<file path="config.mk">
export PLATFORM = sky130hd
export DESIGN_NAME = rpm_pid_controller
export DESIGN_NICKNAME = d
export VERILOG_FILES = /design/src/rtl/pid_pkg.sv /design/src/rtl/sat_clamp.sv /design/src/rtl/rpm_pid_controller.sv
export SDC_FILE = /design/constraint.sdc
export NUM_CORES = 1
export LEC_CHECK = 0
export BUFFER_PORTS_ARGS = -buffer_cell sky130_fd_sc_hd__buf_2
export CORE_UTILIZATION = 55
export DETAILED_ROUTE_END_ITERATION = 16
export MAX_ROUTING_LAYER = met4
export PLACE_DENSITY = 0.72
export SYNTH_ARGS = -nofsm -noshare
export SYNTH_HDL_FRONTEND = slang
export SYNTH_SLANG_ARGS = --single-unit
</file>
<file path="constraint.sdc">
create_clock -name clk_in -period 10.7 [get_ports clk_in]
set_input_delay 2.14 -clock clk_in [delete_from_list [all_inputs] [get_ports clk_in]]
set_output_delay 2.14 -clock clk_in [all_outputs]
set_load 0.05 [all_outputs]
</file>
<file path="src/rtl/pid_pkg.sv">
// Shared types and widths for the RPM PID controller datapath.
package pid_pkg;

    localparam int ACC_W = 40;
    localparam int INT_W = 32;
    localparam int ERR_W = 22;

    typedef logic signed [ERR_W-1:0] err_t;
    typedef logic signed [ACC_W-1:0] acc_t;
    typedef logic signed [INT_W-1:0] int_t;

    typedef enum logic [2:0] {
        IDLE,
        ERR,
        PTERM,
        ITERM,
        DTERM,
        SUM,
        OUT
    } pid_state_t;

endpackage

</file>
<file path="src/rtl/sat_clamp.sv">
// Signed saturator: clamps a signed value into [LO, HI] and
// truncates the result to OUT_W bits.
module sat_clamp #(
    parameter int IN_W = 40,
    parameter int OUT_W = 10,
    parameter logic signed [IN_W-1:0] LO = '0,
    parameter logic signed [IN_W-1:0] HI = '0
) (
    input  logic signed [IN_W-1:0]  value,
    output logic        [OUT_W-1:0] clamped
);

    logic signed [IN_W-1:0] c;

    always_comb begin
        c = value;
        if (value < LO) begin
            c = LO;
        end else if (value > HI) begin
            c = HI;
        end
        clamped = OUT_W'(c);
    end

endmodule

</file>
<file path="src/rtl/rpm_pid_controller.sv">
// Sequential PID speed controller, one shared multiplier, FSM driven.
// Define PID_DERIVATIVE_EN to include the derivative (DTERM) stage.
module rpm_pid_controller
    import pid_pkg::*;
#(
    parameter int         RPM_W     = 21,
    parameter int         DUTY_W    = 10,
    parameter logic [7:0] KP        = 8'd4,
    parameter logic [7:0] KI        = 8'd1,
    parameter logic [7:0] KD        = 8'd2,
    parameter int         SHIFT     = 4,
    parameter int         INT_LIMIT = 262143
) (
    input  logic              clk_in,
    input  logic              reset_in,
    input  logic              enable_in,
    input  logic              sample_en_in,
    input  logic [RPM_W-1:0]  target_rpm_in,
    input  logic [RPM_W-1:0]  actual_rpm_in,
    output logic [DUTY_W-1:0] duty_out,
    output logic              duty_valid_out,
    output logic              busy_out
);

    localparam int_t INT_HI   = int_t'(INT_LIMIT);
    localparam int_t INT_LO   = -INT_HI;
    localparam acc_t DUTY_MAX = acc_t'(2 ** DUTY_W - 1);

    pid_state_t state, state_d;

    logic [RPM_W-1:0] tgt_q;
    logic [RPM_W-1:0] act_q;
    err_t             e_q;
    int_t             integral;
    acc_t             acc;
`ifdef PID_DERIVATIVE_EN
    err_t             e_prev;
`endif

    int_t             int_sum;
    logic [INT_W-1:0] int_clamped;
    logic [DUTY_W-1:0] duty_sat;
    int_t             d_op;
    logic [7:0]       gain;
    int_t             mul_op;
    acc_t             product;

    assign int_sum = int_t'(e_q) + integral;

`ifdef PID_DERIVATIVE_EN
    assign d_op = int_t'(e_q) - int_t'(e_prev);
`else
    assign d_op = '0;
`endif

    sat_clamp #(
        .IN_W (INT_W),
        .OUT_W(INT_W),
        .LO   (INT_LO),
        .HI   (INT_HI)
    ) u_int_clamp (
        .value  (int_sum),
        .clamped(int_clamped)
    );

    sat_clamp #(
        .IN_W (ACC_W),
        .OUT_W(DUTY_W),
        .LO   ('0),
        .HI   (DUTY_MAX)
    ) u_duty_clamp (
        .value  (acc),
        .clamped(duty_sat)
    );

    // Operand select for the single gain multiplier
    always_comb begin
        gain   = '0;
        mul_op = '0;
        unique case (state)
            PTERM: begin
                gain   = KP;
                mul_op = int_t'(e_q);
            end
            ITERM: begin
                gain   = KI;
                mul_op = int_clamped;
            end
            DTERM: begin
                gain   = KD;
                mul_op = d_op;
            end
            default: ;
        endcase
    end

    assign product = acc_t'($signed({1'b0, gain})) * acc_t'(mul_op);

    always_comb begin
        state_d = state;
        unique case (state)
            IDLE:  if (sample_en_in) state_d = ERR;
            ERR:   state_d = PTERM;
            PTERM: state_d = ITERM;
`ifdef PID_DERIVATIVE_EN
            ITERM: state_d = DTERM;
            DTERM: state_d = SUM;
`else
            ITERM: state_d = SUM;
`endif
            SUM:   state_d = OUT;
            OUT:   state_d = IDLE;
            default: state_d = IDLE;
        endcase
    end

    always_ff @(posedge clk_in) begin
        if (!reset_in || !enable_in) begin
            state          <= IDLE;
            tgt_q          <= '0;
            act_q          <= '0;
            e_q            <= '0;
            integral       <= '0;
            acc            <= '0;
            duty_out       <= '0;
            duty_valid_out <= 1'b0;
`ifdef PID_DERIVATIVE_EN
            e_prev         <= '0;
`endif
        end else begin
            state          <= state_d;
            duty_valid_out <= 1'b0;
            unique case (state)
                IDLE: begin
                    if (sample_en_in) begin
                        tgt_q <= target_rpm_in;
                        act_q <= actual_rpm_in;
                    end
                end
                ERR: e_q <= err_t'({1'b0, tgt_q}) - err_t'({1'b0, act_q});
                PTERM: acc <= product;
                ITERM: begin
                    integral <= int_clamped;
                    acc      <= acc + product;
                end
`ifdef PID_DERIVATIVE_EN
                DTERM: begin
                    acc    <= acc + product;
                    e_prev <= e_q;
                end
`endif
                SUM: acc <= acc >>> SHIFT;
                OUT: begin
                    duty_out       <= duty_sat;
                    duty_valid_out <= 1'b1;
                end
                default: ;
            endcase
        end
    end

    assign busy_out = (state != IDLE);

endmodule

</file>
==> flow_summary.ini, run 1 <==
[outcome]
status = finished, final reports clean

[clock_network]
postCtsSetupBuffers = 0
clock-root-buffer = clkbuf_16
cts.sinks = 150
cts_tree = done
clk_latency_ns = 0.44
cts_buffers = 17
clock_path_buffers = 2
cts_hold_buffers = 0
htree_levels = 4
clk_pin_slew_ns = 0.08

[worst_setup_path]
worst_setup_path_start_kind = flip-flop
max_stage_delay_ns = 0.51
rrSetupSlack_ns = 0.85
r2r_end = acc[39]
r2r_start = e_q[4]
slowest_stage = or4_1
worstSetupPathType = flip-flop to flip-flop
required_ns = 10.98
reg2reg_depth = 38
end_kind = flip-flop
arrival_ns = 10.13
path_max_fanout = 17

[placed_design]
hpwl_mm = 29.6
gp_congestion = 0.945
dp_cells = 2230
io_buffer_count = 57

[timing]
setup_viol = 0
fin_crit_sh_pct = 92.1
hold_viol = 0
skew_ns = 0.0133
rsz0062_at_grt = no
timing.final.crit_period_ns = 9.85
fmax_mhz = 102
slew_headroom_pct = 13.8
drv_slew = 0
fin_setup_tns_ns = 0
worstMarginPinSlew_ns = 1.29

[cells_and_area]
fillers = 2300
final-instance-count-excl-fill = 2262
layout-drive-gt1-share_pct = 6.66
nNetsFinal = 2167
area_delta_synth_final_pct = 9.10
n_antenna_cell = 0

[floorplanning]
fp.dieH_um = 161
die_area_um2 = 26000
num_rows = 57
io_pins = 58
core_area_um2 = 24600
die_width_um = 161
start_util_pct = 56.8

[yosys]
synth_area_leaders = dfxtp_1 21%, ha_1 14%, a21oi_1 7.3%, nand2_1 6.0%, inv_1 5.0%
syn_area_um2 = 14000
synth_top_area_cell = dfxtp_1
synthFlopType = dfxtp_1
synth_warnings = 0
ys_seq_area_share_pct = 21.5
yosysUniqueCellTypes = 80
synth_top_area_share_pct = 21.5
async_reset_ff_share_pct = 0
syn_inst = 1878
synth_edf_count = 0
synth_seq_cells = 150
synth.avg_cell_area_um2 = 7.44

[global_routing]
grt_pass1_vias = 12500
grt_antenna_before_repair = 0
overflow = 0
grt_max_degree = 88
grt_pass1_wl_mm = 62.5
grt.total_usage_pct = 30.9

[detailed_routing]
drt-pass1-iter-count = 8
wire_per_inst_um = 17.3
via_per_inst = 5.95
drt.antenna.violating_nets = 0
drt-initial-drc-count = 1217
dr_total_vias = 13500
drc_errors = 0
routed_wl_mm = 39.1

[power]
p_seq_share_pct = 38.8
internal_power_mw = 0.988
ir_drop_v = 0.000101
switching_power_mw = 0.495
power-per-cell-area_nw_per_um2 = 97.3
pwr-share-comb_pct = 18.8
leakagePower_nw = 7.07
switching_share_pct = 33.4
clkPwrFrac_pct = 42.3

[min_path]
holdPathEnd = act_q[7]
holdPathStages = 2
hp-start = act_q[7]
worstHoldPathType = flip-flop to flip-flop

[run]
drv_cap = 0
-- through the flow --
| step | setup slack [ns] | total power [mW] | utilization [%] | hold slack (ns) | instance area, um^2 |
|---|---|---|---|---|---|
| finish | 0.850 | 1.48 | 61.9 | 0.458 | 15200 |
| global route | 0.0221 | 1.54 | 61.9 | 0.469 | 15200 |
| CTS | 0.632 | 1.48 | 61.9 | 0.460 | 15200 |
| detailed placement | 0.689 | 0.862 | 59.4 | 0.450 | 14600 |
| global placement | 0.838 | 0.859 | 59.4 | 0.443 | 14600 |
| floorplan | 1.75 | 0.790 | - | 0.433 | 14100 |
-- worst max-delay path by stage --
stage,startpoint,endpoint,slack [ns]
2_1_floorplan,e_q[3],acc[39],1.75
3_3_place_gp,e_q[3],acc[39],0.84
3_5_place_dp,e_q[3],acc[39],0.69
4_1_cts,e_q[4],acc[39],0.63
5_1_grt,e_q[4],acc[39],0.02
6_report,e_q[4],acc[39],0.85
-- metal layers --
| metal | share of wire (%) | global-route usage [%] | vias up |
|---|---|---|---|
| met1 | 46 | 40.1 | 6217 |
| met4 | 4.2 | 13.6 | 0 |
| li1 | - | - | 6679 |
| met5 | 0 | - | - |
| met2 | 44 | 47.7 | 472 |
| met3 | 6.3 | 4.31 | 102 |
-- cell families (layout without fill, tap and decap cells) --
family          after synthesis  after routing  share of synthesized area (%)
simple gates                582            582                           19.3
compound gates              587            587                           26.5
xor+xnor                     95             95                           5.96
mux                           1              1                         0.0717
buf+inv                     265            293                           7.17
fa+ha+maj                   196            196                           19.4
other cells                   2             34                         0.0538
flops                       150            150                           21.5
-- power groups by stage --
stage / registers, mW / clock network, mW / logic (mW)
3_5_place_dp: 0.589 / 0 / 0.273
2_1_floorplan: 0.585 / 0 / 0.204
4_1_cts: 0.576 / 0.632 / 0.275
5_1_grt: 0.577 / 0.657 / 0.309
6_report: 0.576 / 0.628 / 0.279
3_3_place_gp: 0.589 / 0 / 0.271
-- worst max-delay path, delay by kind of cell (launching register included) --
| kind | cells | cell delay [ns] |
|---|---|---|
| compound gates | 22 | 5.60 |
| xor+xnor | 1 | 0.22 |
| fa+ha+maj | 4 | 1.56 |
| buf+inv | 1 | 0.04 |
| flops | 1 | 0.34 |
| simple gates | 10 | 1.94 |
-- final cells by class --
| cell class | count | area [um^2] | area share (%) |
|---|---|---|---|
| clock buffer | 18 | 439 | 2.88 |
| clock inverter | 14 | 158 | 1.03 |
| inverter | 189 | 709 | 4.66 |
| multi-input combinational | 1495 | 10100 | 66.5 |
| sequential | 150 | 3000 | 19.7 |
| tap | 324 | 405 | 2.66 |
| timing repair buffer | 72 | 398 | 2.61 |
-- placed cells by master (no fill, tap or decap), types with 21 or more instances in the layout --
cell type  instances
fa_1              35
inv_1            187
xor2_1            33
o21ai_0           90
nand3_1           24
a21oi_1          203
nor2_1           143
dfxtp_1          150
xnor2_1           62
ha_1             161
nor3_1            40
a211oi_1          24
and2_1            44
o211ai_1          21
o22ai_1           22
o21ai_1           34
conb_1            34
buf_2             57
a21o_1            45
nand2_1          221
-- synthesized netlist by cell type (6+ instances only) --
master,number
o21a_1,19
or3_1,14
nor3_1,40
a21o_1,45
a31oi_1,16
inv_1,187
clkbuf_1,70
nand4_1,15
xnor2_1,62
o22ai_1,22
ha_1,161
a21oi_1,203
fa_1,35
a21boi_0,8
o21ai_1,34
or4_1,6
o221ai_1,19
and3_1,11
nor2b_1,15
o211ai_1,21
nor2_1,145
a211oi_1,24
and2_1,45
o21ai_0,90
xor2_1,33
dfxtp_1,150
nand3_1,24
nand2b_1,11
nand2_1,222
nor4_1,14
o21bai_1,16
or2_2,6
-- state kept, by name (all words and copies together), names as in the netlist --
register,flops
integral,32
duty_valid_out,1
act_q,21
tgt_q,21
state,3
duty_out,10
acc,40
e_q,22
-- timing repair --
action / 4_1_cts / 5_1_grt
endpoints found under the hold margin: 0 / 0
endpoints found under the setup margin: 0 / 3
resized for setup: 0 / 5
Power figures use the tool's default switching activity.
==> run 2, diff against run 1 <==
--- a/config.mk
+++ b/config.mk
@@ -5,7 +5,7 @@
 export SDC_FILE = /design/constraint.sdc
 export NUM_CORES = 1
 export LEC_CHECK = 0
-export BUFFER_PORTS_ARGS = -buffer_cell sky130_fd_sc_hd__buf_2
+export BUFFER_PORTS_ARGS = -buffer_cell sky130_fd_sc_hd__clkbuf_2
 export CORE_UTILIZATION = 55
 export DETAILED_ROUTE_END_ITERATION = 16
 export MAX_ROUTING_LAYER = met4
==> run 2 against run 1 <==
Against the previous run: first-iteration DRC count increased by 3.8%; final cell count unchanged; hold slack worse by 0.0018 ns; via count rose by 0.19%; clock power up 1%; maximum frequency is 0.62% lower; critical path depth unchanged; critical endpoint unchanged; largest cell class unchanged; highest routed layer unchanged.
==> flow_summary.ini, run 2 (same netlist as run 1, synthesis figures left out) <==
[global_routing]
overflow = 0
grt_antenna_before_repair = 0
grt_max_degree = 88
grt.total_usage_pct = 31.4
grt_pass1_wl_mm = 63.7
grt_pass1_vias = 12600

[timing]
fin_setup_tns_ns = 0
setup_slack_ns = 0.788
worstMarginPinSlew_ns = 1.26
hold_viol = 0
holdWs_ns = 0.456
slew_headroom_pct = 15.5
rsz0062_at_grt = no
skew_ns = 0.0176
timing.final.crit_period_ns = 9.91
fmax_mhz = 101
setup_viol = 0
drv_slew = 0
fin_crit_sh_pct = 92.6

[floorplanning]
core_area_um2 = 24600
io_pins = 58
die_width_um = 161
start_util_pct = 56.8
num_rows = 57
fp.dieH_um = 161
die_area_um2 = 26000

[clock_network]
cts_buffers = 17
htree_levels = 4
cts_hold_buffers = 0
clk_latency_ns = 0.45
cts.sinks = 150
cts_tree = done
clock_path_buffers = 2
clock-root-buffer = clkbuf_16
clk_pin_slew_ns = 0.08

[worst_setup_path]
required_ns = 10.99
max_stage_delay_ns = 0.59
worst_setup_path_start_kind = flip-flop
arrival_ns = 10.20
path_max_fanout = 17
end_kind = flip-flop
slowest_stage = or4_1
rrSetupSlack_ns = 0.79
worstSetupPathType = flip-flop to flip-flop

[detailed_routing]
wire_per_inst_um = 17.2
met3WireLength_mm = 2.38
drt-pass1-iter-count = 6
via_per_inst = 5.97
wl_met1_mm = 17.6
dr_total_vias = 13500
drt.antenna.violating_nets = 0
routed_wl_mm = 38.9
drc_errors = 0
wl_met2_mm = 17.2
top_layer = met4
drt-initial-drc-count = 1263

[cells_and_area]
nNetsFinal = 2167
n_antenna_cell = 0
multi_input_area_um2 = 10100
seq_area_um2 = 3000
reg_top3 = acc x40, integral x32, e_q x22
largest_reg_flops = 40
fillers = 2295
area_delta_synth_final_pct = 9.24
regMostFlops = acc
layout_common_cells = 221 x nand2_1, 203 x a21oi_1, 187 x inv_1
layout-drive-gt1-share_pct = 6.66
layout_commonest_cell = nand2_1
final_cell_area_um2 = 15300

[power]
leakagePower_nw = 7.08
p_seq_share_pct = 38.7
internal_power_mw = 0.988
power-per-cell-area_nw_per_um2 = 97.6
ir_drop_v = 0.000100
clkPwrFrac_pct = 42.5
power_mw = 1.49
pwr-share-comb_pct = 18.8
switching_share_pct = 33.7
switching_power_mw = 0.502

[placed_design]
gp_congestion = 0.964
pre_cts_ws_ns = 0.471
io_buffer_count = 57
hpwl_mm = 29.3
place_area_um2 = 14600

[outcome]
status = finished, final reports clean

[min_path]
worstHoldPathType = flip-flop to flip-flop

[run]
drv_cap = 0
## run 2: through the flow
step	util, %	cells
2_1_floorplan	-	1910
3_3_place_gp	59.4	2230
3_5_place_dp	59.4	2230
4_1_cts	61.9	2262
5_1_grt	62.0	2262
6_report	62.0	2262
## run 2: worst paths after layout
kind / depth (start not counted) / end / startpoint
worst max-delay path: 38 / acc[39] / e_q[4]
worst min register to register: 2 / integral[6] / integral[6]
worst min-delay path: 2 / integral[6] / integral[6]
worst max register to register: 38 / acc[39] / e_q[4]
## run 2: layout make-up
class                   count  share of cell area [%]
clock buffers              17                    2.79
inverters                 189                    4.65
well taps                 324                    2.66
clock inverters            15                    1.27
repair buffers             72                    2.61
multi-input cells        1495                    66.3
flip-flops and latches    150                    19.7
## run 2: critical path, delay by kind of cell, from the launching register on
family | cells | cell delay (ns)
compound gates | 23 | 5.55
flops | 1 | 0.34
buf+inv | 1 | 0.04
simple gates | 9 | 2.03
xor+xnor | 1 | 0.24
fa+ha+maj | 4 | 1.57
## run 2: layer usage
layer | up-vias | track usage, %
met1 | 6254 | 40.4
met3 | 90 | 4.65
met4 | 0 | 13.8
li1 | 6682 | -
met2 | 470 | 48.7
met5 | - | -
## run 2: power by group through the flow
stage / Combinational (mW) / Clock [mW] / Sequential [mW]
detailed placement: 0.274 / 0 / 0.589
floorplan: 0.204 / 0 / 0.585
global placement: 0.273 / 0 / 0.589
CTS: 0.277 / 0.642 / 0.576
finish: 0.280 / 0.634 / 0.576
global route: 0.311 / 0.661 / 0.577
## run 2: what timing repair did
| item | in CTS | in global routing |
|---|---|---|
| setup endpoints to repair | 0 | 8 |
| buffers inserted | 0 | 0 |
| resized for setup | 0 | 6 |
==> run 3, diff against run 2 <==
--- a/config.mk
+++ b/config.mk
@@ -9,7 +9,7 @@
 export CORE_UTILIZATION = 55
 export DETAILED_ROUTE_END_ITERATION = 16
 export MAX_ROUTING_LAYER = met4
-export PLACE_DENSITY = 0.72
+export PLACE_DENSITY = 0.79
 export SYNTH_ARGS = -nofsm -noshare
 export SYNTH_HDL_FRONTEND = slang
 export SYNTH_SLANG_ARGS = --single-unit
==> run 3 against run 2 <==
Against the previous run: power decreased by 0.43%; via count up 0.62%; sequential cell count is the same; first-iteration DRC count is 20% lower.
==> flow_summary.ini, run 3 (same netlist as run 1, synthesis figures left out) <==
[worst_setup_path]
r2r_start = e_q[0]
r2r_end = acc[37]
reg2reg_depth = 39
arrival_ns = 10.08
end_kind = flip-flop
crit_top_cell = o21ai_1
worst_setup_path_start_kind = flip-flop
worstSetupPathType = flip-flop to flip-flop
path_buf_inv = 1
path_max_fanout = 14
worst_path_dominant_cell_family = compound AO/OA/AOI/OAI gates
max_stage_delay_ns = 0.61
slowest_stage = or4_1
rrSetupSlack_ns = 0.95
required_ns = 11.03

[cells_and_area]
regMostFlops = acc
fin_util_pct = 61.9
layout_commonest_cell = nand2_1
largest_reg_flops = 40
n_antenna_cell = 0
fillers = 2258
reg_top3 = acc x40, integral x32, e_q x22
final_cell_area_um2 = 15200
area_delta_synth_final_pct = 9.02
layout_common_cells = 221 x nand2_1, 203 x a21oi_1, 187 x inv_1
nNetsFinal = 2169
layout-drive-gt1-share_pct = 6.70

[timing]
setup_slack_ns = 0.949
rsz0062_at_grt = no
setup_viol = 0
slew_headroom_pct = 21.9
skew_ns = 0.0192
fin_setup_tns_ns = 0
fin_crit_sh_pct = 91.1
hold_viol = 0
timing.final.crit_period_ns = 9.75
fmax_mhz = 103
worstMarginPinSlew_ns = 1.17
drv_slew = 0

[power]
ir_drop_v = 0.0000865
leakagePower_nw = 7.08
power-per-cell-area_nw_per_um2 = 97.4
power_mw = 1.48

[detailed_routing]
wire_per_inst_um = 17.1
via_per_inst = 6.00
drc_errors = 0
dr_total_vias = 13600
drt.antenna.violating_nets = 0
drt-pass1-iter-count = 8
routed_wl_mm = 38.6
drt-initial-drc-count = 1014

[min_path]
hp-start = integral[9]
holdPathStages = 2
worstHoldPathType = flip-flop to flip-flop
holdPathEnd = integral[9]

[global_routing]
grt_antenna_before_repair = 0
grt_pass1_vias = 13200
overflow = 0
grt_max_degree = 80
grt.total_usage_pct = 31.1
grt_pass1_wl_mm = 63.6

[placed_design]
pre_cts_ws_ns = 0.563
place_area_um2 = 14600
hpwl_mm = 29.1
io_buffer_count = 57
gp_congestion = 0.959

[floorplanning]
die_area_um2 = 26000
start_util_pct = 56.8
fp.dieH_um = 161
core_area_um2 = 24600
io_pins = 58
num_rows = 57
die_width_um = 161

[outcome]
status = finished, final reports clean

[clock_network]
cts.sinks = 150
clock_path_buffers = 2
postCtsSetupBuffers = 0
cts_tree = done
htree_levels = 4
clock-root-buffer = clkbuf_16
clk_pin_slew_ns = 0.08
cts_buffers = 17
clk_latency_ns = 0.45

[run]
drv_cap = 0
-- run 3: changes by cell type in the layout (fill, tap and decap cells not counted), moves of 2 or more --
cell,change
buf_4,+2
inv_8,+2
clkinv_4,+2
clkinv_8,-6
-- run 3: where the power goes --
group | leakage (nW) | switching, mW | total (mW) | internal (mW)
combinational | 5.58 | 0.179 | 0.280 | 0.101
sequential | 1.21 | 0.00843 | 0.576 | 0.567
clock | 0.290 | 0.295 | 0.627 | 0.332
total | 7.08 | 0.483 | 1.48 | 1.00
-- run 3: worst max-delay path by stage --
| stage | from | endpoint | slack [ns] | cells after the start |
|---|---|---|---|---|
| floorplan | e_q[3] | acc[39] | 1.75 | 41 |
| finish | e_q[0] | acc[37] | 0.95 | 39 |
| detailed placement | e_q[0] | acc[37] | 0.56 | 38 |
| CTS | e_q[0] | acc[37] | 0.51 | 38 |
| global route | e_q[0] | acc[39] | 0.11 | 40 |
| global placement | e_q[3] | acc[39] | 0.72 | 38 |
-- run 3: routing by layer --
metal  share of wire, %  vias up  track usage, %
met1                 43     6343            37.4
met4                3.7        0            13.0
met5                  0        -               -
li1                   -     6663               -
met2                 47      474            51.5
met3                6.3      100            4.80
-- run 3: what timing repair did --
| action | CTS | global route |
|---|---|---|
| setup endpoints to repair | 0 | 6 |
| resized for setup | 0 | 7 |
| hold buffers | 0 | 0 |
-- run 3: area by class of cell --
cell class	count	area, um^2	share of cell area (%)
flip-flops and latches	150	3000	19.7
repair buffers	74	413	2.71
well taps	324	405	2.66
inverters	189	709	4.66
clock buffers	17	425	2.79
clock inverters	14	159	1.04
multi-input cells	1495	10100	66.4
-- run 3: through the flow --
| stage | instances | hold WS [ns] |
|---|---|---|
| finish | 2263 | 0.454 |
| global route | 2263 | 0.475 |
| CTS | 2263 | 0.458 |
| detailed placement | 2232 | 0.447 |
| global placement | 2232 | 0.440 |
| floorplan | 1910 | 0.433 |
-- run 3: worst reg2reg max path, delay by kind of cell (launching register included) --
family                     cells  cell delay [ns]
AOI/OAI and AO/OA             22             4.89
adders and majority gates      5             1.99
and+or+nand+nor                9             1.96
xor gates and xnor gates       2             0.39
DFF                            1             0.33
buffers and inverters          1             0.07
